### config.mk
export PLATFORM = sky130hd
export DESIGN_NAME = rocc_cmd_buffer
export DESIGN_NICKNAME = d
export VERILOG_FILES = /design/src/rtl/rocc_cmd_buffer.sv
export SDC_FILE = /design/constraint.sdc
export NUM_CORES = 1
export LEC_CHECK = 0
export ABC_AREA = 1
export BUFFER_PORTS_ARGS = -buffer_cell sky130_fd_sc_hd__buf_2
export CAP_MARGIN = 20
export CELL_PAD_IN_SITES_DETAIL_PLACEMENT = 0
export CELL_PAD_IN_SITES_GLOBAL_PLACEMENT = 2
export CORE_UTILIZATION = 40
export CTS_BUF_LIST = sky130_fd_sc_hd__clkbuf_4 sky130_fd_sc_hd__clkbuf_8
export DETAILED_ROUTE_END_ITERATION = 10
export MAX_ROUTING_LAYER = met4
export PLACE_DENSITY = 0.82
export SETUP_SLACK_MARGIN = 0.05
export SYNTH_ARGS = -nofsm -noshare
export SYNTH_HDL_FRONTEND = slang
export SYNTH_SLANG_ARGS = --single-unit
export TNS_END_PERCENT = 100
### constraint.sdc
create_clock -name clock -period 19.7 [get_ports clock]
set_clock_uncertainty 0.05 [all_clocks]
set_input_delay 1.97 -clock clock [delete_from_list [all_inputs] [get_ports clock]]
set_output_delay 1.97 -clock clock [all_outputs]
set_load 0.01 [all_outputs]
### src/rtl/rocc_cmd_buffer.sv
// Command FIFO with outstanding-response credits between a core's RoCC port and an accelerator.
// Define ROCC_CMD_BUF_BYPASS_EN for a zero-latency path from in_cmd to out_cmd when the FIFO is empty.
module rocc_cmd_buffer #(
  parameter int XLEN            = 64,
  parameter int DEPTH           = 4,
  parameter int MAX_OUTSTANDING = 8
) (
  input  logic                     clock,
  input  logic                     reset,
  output logic                     in_cmd_ready,
  input  logic                     in_cmd_valid,
  input  logic [6:0]               in_cmd_funct,
  input  logic [4:0]               in_cmd_rd,
  input  logic                     in_cmd_xd,
  input  logic [6:0]               in_cmd_opcode,
  input  logic [XLEN-1:0]          in_cmd_rs1,
  input  logic [XLEN-1:0]          in_cmd_rs2,
  input  logic                     out_cmd_ready,
  output logic                     out_cmd_valid,
  output logic [6:0]               out_cmd_funct,
  output logic [4:0]               out_cmd_rd,
  output logic                     out_cmd_xd,
  output logic [6:0]               out_cmd_opcode,
  output logic [XLEN-1:0]          out_cmd_rs1,
  output logic [XLEN-1:0]          out_cmd_rs2,
  output logic                     acc_resp_ready,
  input  logic                     acc_resp_valid,
  input  logic [4:0]               acc_resp_rd,
  input  logic [XLEN-1:0]          acc_resp_data,
  input  logic                     core_resp_ready,
  output logic                     core_resp_valid,
  output logic [4:0]               core_resp_rd,
  output logic [XLEN-1:0]          core_resp_data,
  output logic                     rocc_busy,
  output logic [$clog2(DEPTH):0]   count,
  output logic                     err_unexpected_resp
);

  localparam int AW = $clog2(DEPTH);
  localparam int PW = AW + 1;
  localparam int OW = $clog2(MAX_OUTSTANDING + 1);
  localparam int EW = 2 * XLEN + 20;

  logic [EW-1:0]  mem [DEPTH];
  logic [PW-1:0]  wr_ptr_reg, rd_ptr_reg;
  logic [OW-1:0]  outstanding_reg;
  logic           err_reg;
  logic           full, empty, credit_full, head_xd;
  logic           push, pop_fifo, issue, resp_fire, inc;
  logic [EW-1:0]  in_entry, head_entry, sel_entry;

  // Entry layout: {funct, rd, xd, opcode, rs1, rs2}
  assign in_entry    = {in_cmd_funct, in_cmd_rd, in_cmd_xd, in_cmd_opcode, in_cmd_rs1, in_cmd_rs2};
  assign head_entry  = mem[rd_ptr_reg[AW-1:0]];
  assign head_xd     = head_entry[2*XLEN+7];

  assign empty       = (wr_ptr_reg == rd_ptr_reg);
  assign full        = (wr_ptr_reg[AW] != rd_ptr_reg[AW]) &&
                       (wr_ptr_reg[AW-1:0] == rd_ptr_reg[AW-1:0]);
  assign credit_full = (outstanding_reg == OW'(MAX_OUTSTANDING));
  assign in_cmd_ready = !full;

`ifdef ROCC_CMD_BUF_BYPASS_EN
  logic bypass_take;
  // An incoming command goes straight out only when nothing is queued ahead of it.
  assign bypass_take   = empty && in_cmd_valid && !(in_cmd_xd && credit_full);
  assign sel_entry     = bypass_take ? in_entry : head_entry;
  assign out_cmd_valid = bypass_take || (!empty && !(head_xd && credit_full));
  assign push          = in_cmd_valid && !full && !(bypass_take && out_cmd_ready);
  assign rocc_busy     = !empty || (outstanding_reg != '0) || in_cmd_valid;
`else
  assign sel_entry     = head_entry;
  assign out_cmd_valid = !empty && !(head_xd && credit_full);
  assign push          = in_cmd_valid && !full;
  assign rocc_busy     = !empty || (outstanding_reg != '0);
`endif

  assign {out_cmd_funct, out_cmd_rd, out_cmd_xd, out_cmd_opcode, out_cmd_rs1, out_cmd_rs2} = sel_entry;

  assign issue     = out_cmd_valid && out_cmd_ready;
  assign pop_fifo  = issue && !empty;
  assign inc       = issue && out_cmd_xd;
  assign resp_fire = acc_resp_valid && core_resp_ready;

  assign acc_resp_ready      = core_resp_ready;
  assign core_resp_valid     = acc_resp_valid;
  assign core_resp_rd        = acc_resp_rd;
  assign core_resp_data      = acc_resp_data;
  assign count               = wr_ptr_reg - rd_ptr_reg;
  assign err_unexpected_resp = err_reg;

  // Storage carries no reset so it maps onto plain RAM.
  always_ff @(posedge clock) begin
    if (push) begin
      mem[wr_ptr_reg[AW-1:0]] <= in_entry;
    end
  end

  always_ff @(posedge clock) begin
    if (!reset) begin
      wr_ptr_reg      <= '0;
      rd_ptr_reg      <= '0;
      outstanding_reg <= '0;
      err_reg         <= 1'b0;
    end else begin
      if (push)     wr_ptr_reg <= wr_ptr_reg + PW'(1);
      if (pop_fifo) rd_ptr_reg <= rd_ptr_reg + PW'(1);
      case ({inc, resp_fire})
        2'b10:   outstanding_reg <= outstanding_reg + OW'(1);
        2'b01:   if (outstanding_reg != '0) outstanding_reg <= outstanding_reg - OW'(1);
        default: outstanding_reg <= outstanding_reg;
      endcase
      // A response with no credit outstanding is a protocol error; it latches until reset.
      if (resp_fire && (outstanding_reg == '0)) err_reg <= 1'b1;
    end
  end

endmodule

Yosys cells after proc, flatten, opt, wreduce, memory -nomap -nowiden
Memory sizes are Yosys's and may differ from the RTL's. A register that Yosys moved wholly into a read port is not among the register bits.
Cells that the tools add are included.
Widths: inputs -> output; s select.
- register bits after elaboration: 11
- memory bits (writable): 592
- output and inout bits: 226
- word-level logic and storage cells: 40
- memories: 1
- memories (name ; words ; width ; read ports ; clocked after Yosys merged registers in ; wr ports ; line ; text):
    mem ; 4 ; 148 ; 1 ; 1 ; 1 ; 44 ; logic [EW-1:0] mem [DEPTH];
- add/subtract/negate cells: 5
- eq/ne operators: 7
- muxes and demuxes: 6
- reduce and logical (&&, ||, !) cells: 17
- operators by type and width (kind ; number):
    $logic_and 1x1->1 ; 9
    $pmux 4 s2 ; 1
    $add 3x1->3 const B ; 2
    $add 4x1->4 const B ; 1
    $eq 4x4->1 const B ; 1
    $logic_not 4->1 ; 1
    $mux 2 ; 2
    $mux 4 ; 1
    $reduce_bool 4->1 ; 1
    $sub 4x1->4 const B ; 1
    $eq 3x3->1 ; 1
    $logic_not 1->1 ; 3
    $sub 3x3->3 ; 1
    $eq 2x1->1 const B ; 1
    $eq 2x2->1 ; 1
    $eq 2x2->1 const B ; 1
    $mux 1 ; 2
    $ne 2x2->1 const B ; 1
    $reduce_and 2->1 ; 1
    $reduce_bool 2->1 ; 1
    $logic_or 1x1->1 ; 1
    $ne 1x1->1 ; 1

Logic depth before layout (Yosys ltp)
Gate-level depths: netlist of run 1.
- word-level depth: 9
- gate-level depth with buffers: 17
- gate-level depth less buffers: 17

Worst setup path after synthesis of run 1
OpenSTA, ideal clock, no wires.
- path type: input to register
- start: in in_cmd_valid
- end: reg wr_ptr_reg[2]
- data arrival time: 8.932 ns
- data required time: 19.534 ns
- setup slack: 10.602 ns
- stages on the path: 4
- path through: nand2_1 nor2_1 o21ai_0 a21oi_1
- word-level cells in the longest chain between the ends: 1
- ends and longest elaborated chain (element ; line ; text):
    start, declared ; 11 ; input logic in_cmd_valid,
    $logic_and 1x1->1 ; 74 ; assign push = in_cmd_valid && !full;
    end signal, assigned ; 106 ; if (push) wr_ptr_reg <= wr_ptr_reg + PW'(1);
    end, declared ; 45 ; logic [PW-1:0] wr_ptr_reg, rd_ptr_reg;
Every way passes these cells.
A chain may end at the register's enable or synchronous reset.

==> implementation parameters, run 1 <==
Parameter                              Value

Outcome
  Result of the run    complete, no violations

Clocking
  Root Buffer Master    sky130_fd_sc_hd__clkbuf_8
  Bufs on Longest Clock Path    3
  TritonCTS Buffers    98
  Number of H-tree levels    3
  Clk_lat worst skew    660 ps
  CTS tree    yes
  Setup Fix Bufs, Post-CTS    0
  PostCTS Resize Cnt    0
  Total clock sinks    605
  Number of buffers added to fix hold violations after cts    0
  Post-CTS clock slew at the launch and capture registers of the worst setup and hold paths    60 ps

Detailed routing
  Routed via count divided by cell count    5.08
  Post-DR wirelength/cell    19.7 µm
  Number of detailed-routing iterations run before antenna repair    5
  Met2 wire len    26.1 mm
  DRC Markers    0
  DRC marker count from the first detailed-route iteration    711
  Met3 routed wirelength    4.14 mm
  Highest routed metal layer    met4
  Number of vias after detailed routing    13800
  Sum of routed wire length over all layers    53.4 mm
  Final ANT Viol Nets    0
  WL met1    20.9 mm

Setup path
  Worst setup path class    flop to output pin
  Crit path DAT    3590 ps
  Cell occurring most often along the worst timing path    sky130_fd_sc_hd__buf_4
  Kind of cell adding the most delay to the critical path    buffers and inverters
  Flop2flop setup slack    16100 ps
  Critical path startpoint category    flop
  Worst Path Required    17680 ps
  Critical Path End Type    output pin
  Delay of the slowest cell on the worst path    780 ps
  Critical path buffers and inverters    3
  Biggest fanout along the worst timing path    94
  Cell breakdown of the critical path    buf_4, buf_4, o21ai_0, o22ai_1, buf_2
  Highest-delay cell along the critical path    sky130_fd_sc_hd__buf_4

Yosys
  Yosys top cell area share    0.768
  Most used standard cell by instance count after synthesis    sky130_fd_sc_hd__edfxtp_1
  Gate Count Post-Synth    1617
  Post-Synthesis Cell Area    23100 µm²
  Share of synthesized area occupied by flip-flops and latches    0.779
  Net count after synthesis    1851
  Proportion of register bits with asynchronous set or reset after synthesis    0
  Post-synthesis average cell area    14.3 µm²
  Most used standard cells in the synthesized netlist    sky130_fd_sc_hd__edfxtp_1, sky130_fd_sc_hd__nor2_1, sky130_fd_sc_hd__o21ai_0, sky130_fd_sc_hd__o22ai_1, sky130_fd_sc_hd__buf_4
  Primary FF master, synth    sky130_fd_sc_hd__edfxtp_1
  Synth warn    0
  Synthesized flop and latch total    605
  Leading area contributor after synthesis    sky130_fd_sc_hd__edfxtp_1
  Number of library cell types mapped by synthesis    34
  Synth top area cells    sky130_fd_sc_hd__edfxtp_1, sky130_fd_sc_hd__o21ai_0, sky130_fd_sc_hd__nor2_1, sky130_fd_sc_hd__o22ai_1, sky130_fd_sc_hd__buf_4
  Number of flops mapped to enable cells by yosys    592

STA
  Number of pins exceeding their max-slew limit in the final report    0
  Crit share post-route    0.285
  Slew at the pin closest to its max-slew limit    1120 ps
  Setup repair after global routing missed its margin    false
  Highest clock rate    0.178 GHz
  Worst hold slack    416 ps
  Minimum clock period after layout    5610 ps
  Max-slew headroom    0.251
  Hold Violations, Final    0
  Final Setup Violations    0
  Final worst slack    14090 ps
  Setup total negative slack    0 ps

Layout
  Ratio of cells with drive above 1 in the final layout    0.257
  Area of all placed cells without fillers    26800 µm²
  Area growth from synthesis to final layout    15.9%
  Util after Layout    0.472
  Number of flip-flops under the largest register name    592
  Net count of the finished layout    2107
  Number of inserted filler cells in the final layout    5066

Job
  Max-capacitance violation count    0

Power and ir drop
  Switching Power    0.00110 W
  Cell-internal power    0.00236 W
  Sequential group share of total power    0.441
  Max IR drop VDD    80.6 µV
  Leakage power    9.38 nW
  Switching share of total power    0.319
  Part of the total power dissipated in the clock network    0.304
  Combinational cell fraction of total power    0.255
  Pwr Density    129 nW/µm²

Die
  Die footprint    58800 µm²
  Number of core rows    87
  I/O pins    449
  Area of the core region    56800 µm²
  Initial cell density of the core    0.407
  Vertical die dimension    243 µm
  Die extent in x    243 µm

Placed design
  Estimated wirelength of the detail-placed design    29.2 mm
  Count of buffers inserted at the top-level ports    310
  Placed Area    24900 µm²
  Post-Place Setup Slack    14790 ps
  Final weighted congestion in routability-driven placement    0.727

Global routing
  Vias in the first global route    13700
  Antenna violations before repair    15
  Global-route wire length before repair    79.8 mm
  GRT Overall Usage    0.183
  Overflow left after global routing    0
  Largest net degree at the start of global routing    149

Hold path
  Type of the most critical hold path    flop to flop
[worst register-to-register path, stage by stage, from the launching register on]
cell,delay [ps]
sky130_fd_sc_hd__dfxtp_1,360
sky130_fd_sc_hd__inv_1,110
sky130_fd_sc_hd__ha_1,320
sky130_fd_sc_hd__nand2_1,70
sky130_fd_sc_hd__inv_1,70
sky130_fd_sc_hd__nand3_1,100
sky130_fd_sc_hd__nand2_1,300
sky130_fd_sc_hd__nor2_4,830
sky130_fd_sc_hd__buf_4,920
[path summary, 6_finish.rpt]
check / start / endpoint / depth (start not counted)
max reg2reg: wr_ptr_reg[0] / mem[2][103] / 8
min reg2reg: err_unexpected_resp / err_unexpected_resp / 1
max: flop / out_cmd_rs1[56] / 5
min: err_unexpected_resp / err_unexpected_resp / 1
[routing by layer]
metal / GRT usage / up-vias
li1: - / 6496
met1: 0.206 / 6715
met2: 0.295 / 428
met3: 0.0565 / 163
met4: 0.0920 / 0
met5: - / -
[power groups by stage]
stage	Sequential [W]	Clock, W	Combinational, W
6_report	0.00153	0.00105	0.000884
5_1_grt	0.00153	0.00114	0.000975
4_1_cts	0.00153	0.00109	0.000898
3_5_place_dp	0.00155	0	0.000895
3_3_place_gp	0.00155	0	0.000884
2_1_floorplan	0.00155	0	0.000560
[cell type report]
type | instances | area, µm² | area share
flip-flops and latches | 605 | 18000 | 0.673
multi-input cells | 815 | 4070 | 0.152
repair buffers | 325 | 1700 | 0.0634
clock buffers | 135 | 1660 | 0.0620
well taps | 756 | 946 | 0.0353
clock inverters | 35 | 249 | 0.00928
inverters | 28 | 115 | 0.00429
diodes | 16 | 40.0 | 0.00149
[per-stage QoR]
stage                     instances  total power (W)
after floorplan                1617          0.00211
after global placement         2528          0.00243
after detailed placement       2528          0.00245
after CTS                      2698          0.00351
after global routing           2714          0.00365
final                          2715          0.00346
[cells in the final DEF (no fill, tap or decap), types with 2 or more instances in the layout]
| cell type | n |
|---|---|
| sky130_fd_sc_hd__clkinv_1 | 20 |
| sky130_fd_sc_hd__nand4_1 | 3 |
| sky130_fd_sc_hd__clkbuf_8 | 104 |
| sky130_fd_sc_hd__buf_12 | 3 |
| sky130_fd_sc_hd__nand2_2 | 5 |
| sky130_fd_sc_hd__o22ai_1 | 147 |
| sky130_fd_sc_hd__a21oi_1 | 7 |
| sky130_fd_sc_hd__nor2_4 | 4 |
| sky130_fd_sc_hd__nor2_1 | 303 |
| sky130_fd_sc_hd__clkinv_2 | 8 |
| sky130_fd_sc_hd__xor2_1 | 2 |
| sky130_fd_sc_hd__inv_6 | 2 |
| sky130_fd_sc_hd__buf_4 | 12 |
| sky130_fd_sc_hd__buf_2 | 310 |
| sky130_fd_sc_hd__clkbuf_4 | 31 |
| sky130_fd_sc_hd__dfxtp_1 | 11 |
| sky130_fd_sc_hd__inv_1 | 22 |
| sky130_fd_sc_hd__bufinv_16 | 3 |
| sky130_fd_sc_hd__fa_1 | 2 |
| sky130_fd_sc_hd__o21ai_0 | 300 |
| sky130_fd_sc_hd__nand3_1 | 3 |
| sky130_fd_sc_hd__dfxtp_4 | 2 |
| sky130_fd_sc_hd__edfxtp_1 | 592 |
| sky130_fd_sc_hd__inv_2 | 3 |
| sky130_fd_sc_hd__inv_8 | 3 |
| sky130_fd_sc_hd__diode_2 | 16 |
| sky130_fd_sc_hd__nand2_4 | 3 |
| sky130_fd_sc_hd__nand2_1 | 17 |
| sky130_fd_sc_hd__ha_1 | 9 |
[logic make-up (layout without fill, tap and decap cells)]
family | after synthesis | after routing | share of synthesized area
buffers and inverters | 197 | 523 | 0.0461
and+or+nand+nor | 344 | 344 | 0.0597
xor gates and xnor gates | 3 | 3 | 0.00114
AOI/OAI and AO/OA | 457 | 457 | 0.107
other | 0 | 16 | 0
adders and majority gates | 11 | 11 | 0.00660
DFF | 605 | 605 | 0.779
(Power assumes the default switching activity.)
==> inputs of run 2 (changes only) <==
--- a/config.mk
+++ b/config.mk
@@ -10,11 +10,11 @@
 export CAP_MARGIN = 20
 export CELL_PAD_IN_SITES_DETAIL_PLACEMENT = 0
 export CELL_PAD_IN_SITES_GLOBAL_PLACEMENT = 2
-export CORE_UTILIZATION = 40
+export CORE_UTILIZATION = 36
 export CTS_BUF_LIST = sky130_fd_sc_hd__clkbuf_4 sky130_fd_sc_hd__clkbuf_8
 export DETAILED_ROUTE_END_ITERATION = 10
 export MAX_ROUTING_LAYER = met4
-export PLACE_DENSITY = 0.82
+export PLACE_DENSITY = 0.78
 export SETUP_SLACK_MARGIN = 0.05
 export SYNTH_ARGS = -nofsm -noshare
 export SYNTH_HDL_FRONTEND = slang
==> constraint.sdc (replaced) <==
create_clock -name clock -period 5.14 [get_ports clock]
set_clock_uncertainty 0.05 [all_clocks]
set_input_delay 0.514 -clock clock [delete_from_list [all_inputs] [get_ports clock]]
set_output_delay 0.514 -clock clock [all_outputs]
set_load 0.01 [all_outputs]
==> run 2 against run 1 <==
Effect of this change: non-clock buffer count increased by 163; largest cell class unchanged; flip-flop and latch count unchanged; routed wire length increased by 8.0%; count of clock-buffer cells in the layout increased by 11.
==> implementation parameters, run 2 (synthesis gave the netlist of run 1 again) <==
Parameter                              Value

Outcome
  Result of the run    complete, no violations

Global routing
  GRT Overall Usage    0.178 (-0.00465)
  Antenna violations before repair    8 (-7)
  Overflow left after global routing    0 (unchanged)
  Largest net degree at the start of global routing    163 (+9.4%)
  Global-route wire length before repair    86.7 mm (+8.6%)
  Vias in the first global route    14800 (+7.3%)

Setup path
  Worst Path Required    4580 ps (-13100 ps)
  Biggest fanout along the worst timing path    162 (+72%)
  Critical path buffers and inverters    3 (unchanged)
  Worst setup path class    flop to output pin
  Highest-delay cell along the critical path    sky130_fd_sc_hd__inv_8
  Critical Path End Type    output pin
  Cell breakdown of the critical path    inv_8, buf_12, o21ai_0, o22ai_1, buf_2
  Kind of cell adding the most delay to the critical path    buffers and inverters
  Crit path DAT    3100 ps (-490 ps)
  Delay of the slowest cell on the worst path    580 ps (-200 ps)
  Critical path startpoint category    flop

Die
  Die extent in x    256 µm (+5.4%)
  Vertical die dimension    256 µm (+5.4%)
  Initial cell density of the core    0.366 (-0.0417)
  Area of the core region    63300 µm² (+11%)
  Number of core rows    92 (+5.7%)
  I/O pins    449 (unchanged)
  Die footprint    65300 µm² (+11%)

Detailed routing
  Final ANT Viol Nets    0 (unchanged)
  Number of detailed-routing iterations run before antenna repair    4 (-1)
  DRC marker count from the first detailed-route iteration    849 (+19%)
  Routed via count divided by cell count    4.89 (-3.7%)
  Sum of routed wire length over all layers    57.7 mm (+8.0%)
  Number of vias after detailed routing    14500 (+5.2%)
  DRC Markers    0 (unchanged)
  Post-DR wirelength/cell    19.5 µm (-1.1%)

Layout
  Net count of the finished layout    2271 (+7.8%)
  Leading cell types in the layout, fill and taps excluded    sky130_fd_sc_hd__edfxtp_1, sky130_fd_sc_hd__buf_2, sky130_fd_sc_hd__nor2_1
  Ratio of cells with drive above 1 in the final layout    0.248 (-0.00930)
  Area growth from synthesis to final layout    23.7%
  Total area of multi-input combinational cells    4070 µm² (unchanged)
  Area of all sequential standard cells    18000 µm² (unchanged)
  Most common cell after layout, fill and taps aside    sky130_fd_sc_hd__edfxtp_1
  Number of inserted filler cells in the final layout    5687 (+12%)
  Final non-filler cell total    2967 (+9.3%)
  Number of flip-flops under the largest register name    592 (unchanged)

Clocking
  Post-CTS clock slew at the launch and capture registers of the worst setup and hold paths    60 ps (about the same)
  TritonCTS Buffers    99 (+1.0%)
  Total clock sinks    605 (unchanged)
  Number of H-tree levels    3 (unchanged)
  CTS tree    yes
  Bufs on Longest Clock Path    3 (unchanged)
  Root Buffer Master    sky130_fd_sc_hd__clkbuf_8
  Clk_lat worst skew    660 ps (about the same)

Placed design
  Post-Place Setup Slack    2030 ps (-12760 ps)
  Cell count after placement    2634 (+4.2%)
  Final weighted congestion in routability-driven placement    0.743 (+2.2%)
  Estimated wirelength of the detail-placed design    32.6 mm (+11%)
  Count of buffers inserted at the top-level ports    310 (unchanged)

STA
  Final worst slack    1480 ps (-12610 ps)
  Max-slew headroom    0.279 (+0.0281)
  Highest clock rate    0.273 GHz
  Number of pins exceeding their max-slew limit in the final report    0 (unchanged)
  Hold Violations, Final    0 (unchanged)
  Setup repair after global routing missed its margin    false
  Minimum clock period after layout    3660 ps
  Slew at the pin closest to its max-slew limit    1080 ps (-42.1 ps)
  Final Setup Violations    0 (unchanged)
  Crit share post-route    0.713

Power and ir drop
  Leakage power    10.1 nW (+7.9%)
  Power, Total    0.0135 W (+290%)
  Max IR drop VDD    243 µV (+200%)
  Pwr Density    472 nW/µm² (+270%)

Job
  Max-capacitance violation count    0 (unchanged)

Hold path
  Type of the most critical hold path    input port to flop
run 2: cell count changes in the layout (fill, tap and decap cells not counted), moves of 2 or more:
cell / before / now
sky130_fd_sc_hd__buf_12: 3 / 8
sky130_fd_sc_hd__buf_4: 12 / 21
sky130_fd_sc_hd__clkbuf_4: 31 / 43
sky130_fd_sc_hd__clkinv_1: 20 / 18
sky130_fd_sc_hd__clkinv_2: 8 / 5
sky130_fd_sc_hd__clkinvlp_4: 1 / 3
sky130_fd_sc_hd__diode_2: 16 / 8
sky130_fd_sc_hd__dlygate4sd3_1: 0 / 148
run 2: worst reg2reg max path: cells and delay by family, from the launching register on:
family,cells,cell delay (ps)
simple gates,12,1250
fa+ha+maj,1,320
flops,1,770
compound gates,1,210
buf+inv,2,450
run 2: timing repair:
action                                 in CTS  in global routing
resized for setup                           0                  0
setup endpoints to repair                   0                  0
setup buffers                               0                  0
hold buffers                              148                  0
endpoints found under the hold margin     589                  0
run 2: area by class of cell:
class | instances | share of cell area
antenna | 8 | 0.000699
tap | 846 | 0.0370
sequential | 605 | 0.630
inverter | 28 | 0.00402
clock inverter | 31 | 0.00730
timing repair buffer | 488 | 0.118
clock buffer | 146 | 0.0608
multi-input combinational | 815 | 0.142
run 2: per-layer routing:
| metal | routed length [µm] | GRT usage |
|---|---|---|
| met1 | 23500 | 0.208 |
| met2 | 28300 | 0.288 |
| met3 | 3770 | 0.0459 |
| met4 | 2110 | 0.0847 |
| met5 | 0 | - |
run 2: power breakdown:
part           internal [W]  switching, W
Clock               0.00227       0.00182
Sequential          0.00572      0.000124
Combinational       0.00118       0.00240
Total               0.00916       0.00434
run 2: path summary, 6_finish.rpt:
check	startpoint	end	slack, ps	cells after the start
setup reg to reg	flop	outstanding_reg[3]	2030	16
hold reg to reg	err_unexpected_resp	err_unexpected_resp	420	1
setup / recovery	flop	out_cmd_rs2[35]	1480	5
hold / removal	reset	outstanding_reg[3]	130	3
run 2: metrics by stage:
stage | TNS, ps | cell area [µm²] | hold slack [ps] | util
6_report | 0 | 28600 | 129 | 0.452
3_5_place_dp | 0 | 25200 | 404 | 0.398
4_1_cts | 0 | 28600 | 45.0 | 0.452
3_3_place_gp | 0 | 25200 | 398 | 0.397
2_1_floorplan | -197460 | 23200 | 393 | -
5_1_grt | 0 | 28600 | 85.6 | 0.452
